### config.mk
export PLATFORM = sky130hd
export DESIGN_NAME = fetch_unit
export DESIGN_NICKNAME = d
export VERILOG_FILES = /design/src/rtl/core_pkg.sv /design/src/rtl/fetch_unit.sv
export SDC_FILE = /design/constraint.sdc
export NUM_CORES = 1
export LEC_CHECK = 0
export BUFFER_PORTS_ARGS = -buffer_cell sky130_fd_sc_hd__clkbuf_2
export CORE_UTILIZATION = 54
export DETAILED_ROUTE_END_ITERATION = 8
export MAX_ROUTING_LAYER = met4
export PLACE_DENSITY = 0.79
export REMOVE_ABC_BUFFERS = 1
export SYNTH_ARGS = -nofsm -noshare
export SYNTH_HDL_FRONTEND = slang
export SYNTH_SLANG_ARGS = --single-unit
### constraint.sdc
create_clock -name CLK -period 3.6 [get_ports CLK]
set_input_delay 0.36 -clock CLK [delete_from_list [all_inputs] [get_ports CLK]]
set_output_delay 0.36 -clock CLK [all_outputs]
set_load 0.03 [all_outputs]
### src/rtl/core_pkg.sv
// Shared definitions for the 8-bit core: opcode map, fetch FSM encoding,
// and the immediate sign-extension helper.
package core_pkg;

  localparam logic [1:0] OP_ALU = 2'b00;
  localparam logic [1:0] OP_LD  = 2'b01;
  localparam logic [1:0] OP_ST  = 2'b10;
  localparam logic [1:0] OP_JMP = 2'b11;

  typedef enum logic {
    ST_FETCH = 1'b0,
    ST_HALT  = 1'b1
  } fetch_state_e;

  function automatic logic [7:0] sext6to8(input logic [5:0] v);
    return {{2{v[5]}}, v};
  endfunction

endpackage

### src/rtl/fetch_unit.sv
// Instruction fetch stage: PC, IR register with valid/ready to decode.
// Unconditional jumps are resolved here and never reach decode.
module fetch_unit
  import core_pkg::*;
#(
  parameter int unsigned MEM_DEPTH = 26,
  parameter logic [7:0]  RESET_PC  = 8'h00
) (
  input  logic       CLK,
  input  logic       RST_N,
  output logic [7:0] ADD,
  input  logic [7:0] Ins,
  output logic [7:0] IR,
  output logic [7:0] IR_PC,
  output logic       VALID,
  input  logic       READY,
  output logic       HALTED
);

  fetch_state_e r_state, w_state_nxt;
  logic [7:0]   r_pc, r_ir, r_ir_pc;
  logic         r_valid;
  logic [7:0]   w_pc_nxt, w_ir_nxt, w_ir_pc_nxt, w_target;
  logic         w_valid_nxt, w_advance, w_oob;

  assign w_advance = !r_valid || READY;
  assign w_oob     = ({1'b0, r_pc} >= 9'(MEM_DEPTH));

  always_ff @(posedge CLK or negedge RST_N) begin
    if (!RST_N) begin
      r_state <= ST_FETCH;
      r_pc    <= RESET_PC;
      r_ir    <= 8'h00;
      r_ir_pc <= 8'h00;
      r_valid <= 1'b0;
    end else begin
      r_state <= w_state_nxt;
      r_pc    <= w_pc_nxt;
      r_ir    <= w_ir_nxt;
      r_ir_pc <= w_ir_pc_nxt;
      r_valid <= w_valid_nxt;
    end
  end

  // Next-state, jump target and next-PC in one block so the range check,
  // opcode decode and self-jump detection all see the same PC.
  always_comb begin
    w_state_nxt = r_state;
    w_pc_nxt    = r_pc;
    w_ir_nxt    = r_ir;
    w_ir_pc_nxt = r_ir_pc;
    w_valid_nxt = r_valid;
    w_target    = r_pc + 8'd1 + sext6to8(Ins[5:0]);
    if (r_state == ST_HALT) begin
      w_valid_nxt = r_valid && !READY;
    end else if (w_advance) begin
      if (w_oob) begin
        w_state_nxt = ST_HALT;
        w_valid_nxt = 1'b0;
      end else if (Ins[7:6] != OP_JMP) begin
        w_ir_nxt    = Ins;
        w_ir_pc_nxt = r_pc;
        w_valid_nxt = 1'b1;
        w_pc_nxt    = r_pc + 8'd1;
      end else if (w_target == r_pc) begin
        w_state_nxt = ST_HALT;
        w_valid_nxt = 1'b0;
      end else begin
        w_pc_nxt    = w_target;
        w_valid_nxt = 1'b0;
      end
    end
  end

  always_comb begin
    ADD    = r_pc;
    IR     = r_ir;
    IR_PC  = r_ir_pc;
    VALID  = r_valid;
    HALTED = (r_state == ST_HALT);
  end

endmodule

# Word-level counts from Yosys, hierarchy flattened
# Cells that the tools add are included.
# word_totals
register_bits	26
# classes
add_sub_neg	2
n_bitwise	2
n_mux	11
n_eq_ne	3
reduce_logical	7
order_cmp	1
# op_table
operator	n
$mux W8	2
$mux W1	9
$add A8 B1 Y8 const B	1
$add A8 B8 Y8	1
$eq A8 B8 Y1	1
$ge A8 B5 Y1 const B	1
$reduce_and A4 Y1	2
$ne A2 B2 Y1 const B	2
$logic_not A1 Y1	2
$not A1 Y1	2
$reduce_bool A2 Y1	1
$logic_and A1 B1 Y1	1
$logic_or A1 B1 Y1	1

# Depth between registers and ports, before layout
# logic_depth
word_depth	8
ltp_mapped	11

# Worst setup path before layout
# No wires, ideal clock.
# synth_path
path_kind	register to register
startpoint	register r_pc[1], in the netlist ADD[1]
endpoint	register r_pc[4], in the netlist ADD[4]
stages_incl_launch_ff	12
slack_ns	0.513
synth_period_minus_slack_ns	3.087
arrival_ns	2.962
path_buffers	0
path_cell_list	dfrtp_1 -> ha_1 -> nand3_1 -> nor2_1 -> xnor2_1 -> ha_1 -> xnor2_1 -> mux2i_1 -> nand4_2 -> nor4_4 -> a31oi_4 -> mux2_4
# synth_between
elab_chain_cells	5
word_cells_on_any_way	9
cone_classes	add/sub (2); order compare (1); eq/ne (2); mux (2); bitwise (1); reduce/logical (1)
# synth_lines
item	line	rtl
from (decl)	fetch_unit.sv:21	logic [7:0] r_pc, r_ir, r_ir_pc;
from (signal assigned)	fetch_unit.sv:38	r_pc <= w_pc_nxt;
$add A8 B1 Y8	fetch_unit.sv:53, fetch_unit.sv:64	
$add A8 B8 Y8	fetch_unit.sv:53	w_target = r_pc + 8'd1 + sext6to8(Ins[5:0]);
$eq A8 B8 Y1	fetch_unit.sv:65	end else if (w_target == r_pc) begin
$ne A2 B2 Y1 (no source line)	n/a	
$reduce_and A4 Y1 (no source line)	n/a	
# Several ways; a longest one is shown, not always the timed one. The select of a mux whose other input is x is not followed.
# A chain may end at the register's enable or synchronous reset.

# Worst setup path in the final report
# layout_path
startpoint	register r_pc[1], in the netlist ADD[1]
endpoint	register r_pc[1], in the netlist ADD[1]
# The elaborated chain is that of the path after synthesis.

==> impl_metrics.ini <==
[run_status]
outcome = complete, no violations

[route]
dr.pass1.iters = 4
wl_mm = 3.422
vias_per_cell = 5.441
drtIter0Drc = 31
vias = 1284
routedWlPerCell_um = 14.50
ant_nets = 0
drc = 0

[setup_path]
reg2reg_to = ADD[1]
required_ps = 3830
crit_slowest_cell = dfrtp_1
reg2regPathDepth = 11
r2r_start = ADD[1]
critPathTopFamily = simple AND/OR/NAND/NOR gates
path_cells = ha_1 -> nand3_1 -> nor2_1 -> xnor2_1 -> ha_1 -> xnor2_1 -> mux2i_1 -> nand4_2 -> nor4_4 -> a31oi_4 -> mux2_4
crit_path_end_kind = flip-flop
cp.arrival_ps = 3470
cp_max_fo = 8
critical_path_buf_inv_count = 0
path_class = reg -> reg
cp-start-kind = flip-flop
critPathMaxStageDelay_ps = 530
reg2reg_slack_ps = 360

[layout]
syn_to_final_growth_pct = 14.33
final_cell_area_um2 = 1977
fin_nets = 215
n_fill_cell = 254
drive_gt1_share_pct = 28.13
antenna_cells = 0

[floorplanning]
start_util_pct = 56.64
io-pin-count = 37
rows = 20
fp.dieH_um = 58.59
core-area_um2 = 3053
dieArea_um2 = 3432
die_w_um = 58.59

[timing]
fmaxAchievable_ghz = 0.3090
drv_slew = 0
fin_crit_sh_pct = 89.91
fin_tns_setup_ps = 0
slew_headroom_pct = 46.96
setup_viol = 0
fin_crit_ps = 3237
timing.hold.ws_ps = 17.13
tightest_slew_ps = 795.7
clock_skew_ps = 9.558
hold_viol = 0
rsz0062_at_grt = false

[power_and_ir_drop]
power.density_nw_per_um2 = 323.3
vdd_drop_max_mv = 0.1529
p_leak_nw = 0.9672

[yosys]
yosysMostFrequentCell = dfrtp_1
synth_top_area_cell = dfrtp_1
synth_cells = 156
synth.distinct_cells = 46
yosys_warnings = 0
synth-seq-cells = 26
synthFlopType = dfrtp_1
synth_edf_count = 0
synth_area_um2 = 1729
ys_top_cells_by_area = dfrtp_1 38%, ha_1 7.2%, mux2_1 6.5%
synthTopCellsByCount = 26 x dfrtp_1, 10 x ha_1, 10 x mux2_1, 10 x xnor2_1, 9 x nand2_1
async_flop_share_pct = 100.0
synth_top_area_share_pct = 37.63
synth-seq-area-share_pct = 37.63
syn_area_per_cell_um2 = 11.08

[global_route]
grt_max_degree = 27
gr-total-overflow = 0
grt_pass1_wl_mm = 5.658
grt_pass1_vias = 1245
grt_use_total_pct = 22.89
antenna_found_initial = 0

[clocking]
htree_levels = 1
postCtsSetupRepairBufs = 0
cts_sinks = 26
ctsHoldBuffers = 0
cts_root_buf = clkbuf_4
path_clk_slew_ps = 140
cts_max_path_buffers = 2
cts-buffers-inserted = 3
cts_tree = done
cts_resized = 0
clk_latency_ps = 330

[placement]
place_area_um2 = 1941
hpwlAfterDp_mm = 2.721
port_buffers = 36
gp_congestion = 0.9173

[flow_run]
max-cap-violations = 0

[worst_hold_path]
hp-class = in -> async
-- power breakdown --
part	internal [W]	leakage [nW]	switching [W]
combinational	0.0000727	0.626	0.000107
sequential	0.000302	0.321	0.00000990
clock	0.0000620	0.0210	0.0000854
total	0.000437	0.967	0.000203
-- worst register-to-register path: cells and delay by family, from the launching register on --
family	cells	cell delay, ps
simple gates	4	700
mux	2	600
fa+ha+maj	2	590
xor+xnor	2	560
flops	1	530
compound gates	1	170
-- logic make-up (layout without fill, tap and decap cells) --
kind of cell / count (synthesis) / in the layout / share of synthesized area, %
and+or+nand+nor: 39 / 39 / 14.04
AOI/OAI and AO/OA: 31 / 31 / 13.17
DFF: 26 / 26 / 37.63
xor gates and xnor gates: 19 / 19 / 11.65
muxes: 18 / 18 / 12.01
buffers and inverters: 12 / 48 / 3.111
adders and majority gates: 11 / 11 / 8.394
-- flip-flops by register name (all words and copies together), names as in the netlist --
signal,cells
VALID,1
HALTED,1
ADD,8
IR_PC,8
IR,8
-- cells in the final DEF, fill, tap and decap left out, types with 2 or more instances in the layout --
cell type  Yosys  routed
clkbuf_2       0      36
dfrtp_1       26      26
xnor2_1       10      10
mux2_1        10      10
ha_1          10      10
nand2_1        9       9
inv_1          8       8
nor2_1         8       8
xor2_1         6       6
o21ai_1        5       5
mux2i_1        5       5
o21ai_0        5       5
nand3_1        3       3
o211ai_1       3       3
a21oi_1        3       3
o21bai_1       3       3
mux2_4         3       3
and2_1         3       3
clkbuf_4       0       3
nand2b_1       2       2
nor2b_1        2       2
nor3_2         2       2
o21a_1         2       2
xnor3_1        2       2
nor3_1         2       2
-- per-layer routing --
layer | share of wire [%] | wire length (µm) | GRT usage, % | up-vias
li1 | - | - | - | 630
met1 | 46 | 1560 | 28.95 | 611
met2 | 49 | 1666 | 37.11 | 38
met3 | 3.8 | 129 | 2.198 | 5
met4 | 1.9 | 65 | 10.88 | 0
met5 | 0 | 0 | - | -
-- metrics by stage --
stage	setup slack (ps)	std cells	total power (W)	util, %
floorplan	512.8	152	0.0004508	-
global placement	587.9	232	0.0004918	63.57
detailed placement	426.6	232	0.0004974	63.57
CTS	396.9	236	0.0006442	64.75
global route	223.3	236	0.0006699	64.75
finish	363.2	236	0.0006392	64.75
-- worst max path at each step --
stage	to	cells past startpoint	slack, ps	start
after floorplan	ADD[4]	11	510	ADD[1]
after global placement	ADD[1]	11	590	ADD[1]
after detailed placement	ADD[1]	11	430	ADD[1]
after CTS	ADD[1]	11	400	ADD[1]
after global routing	ADD[3]	11	220	ADD[1]
final	ADD[1]	11	360	ADD[1]
-- final cells by class --
cell class,instances,area (µm²),share of cell area (%)
tap,44,55.05,2.785
multi-input combinational,118,1025,51.84
inverter,8,30.03,1.519
sequential,26,650.6,32.91
timing repair buffer,36,180.2,9.114
clock buffer,4,36.28,1.835
Note: power is estimated with default switching activity, not from simulation.
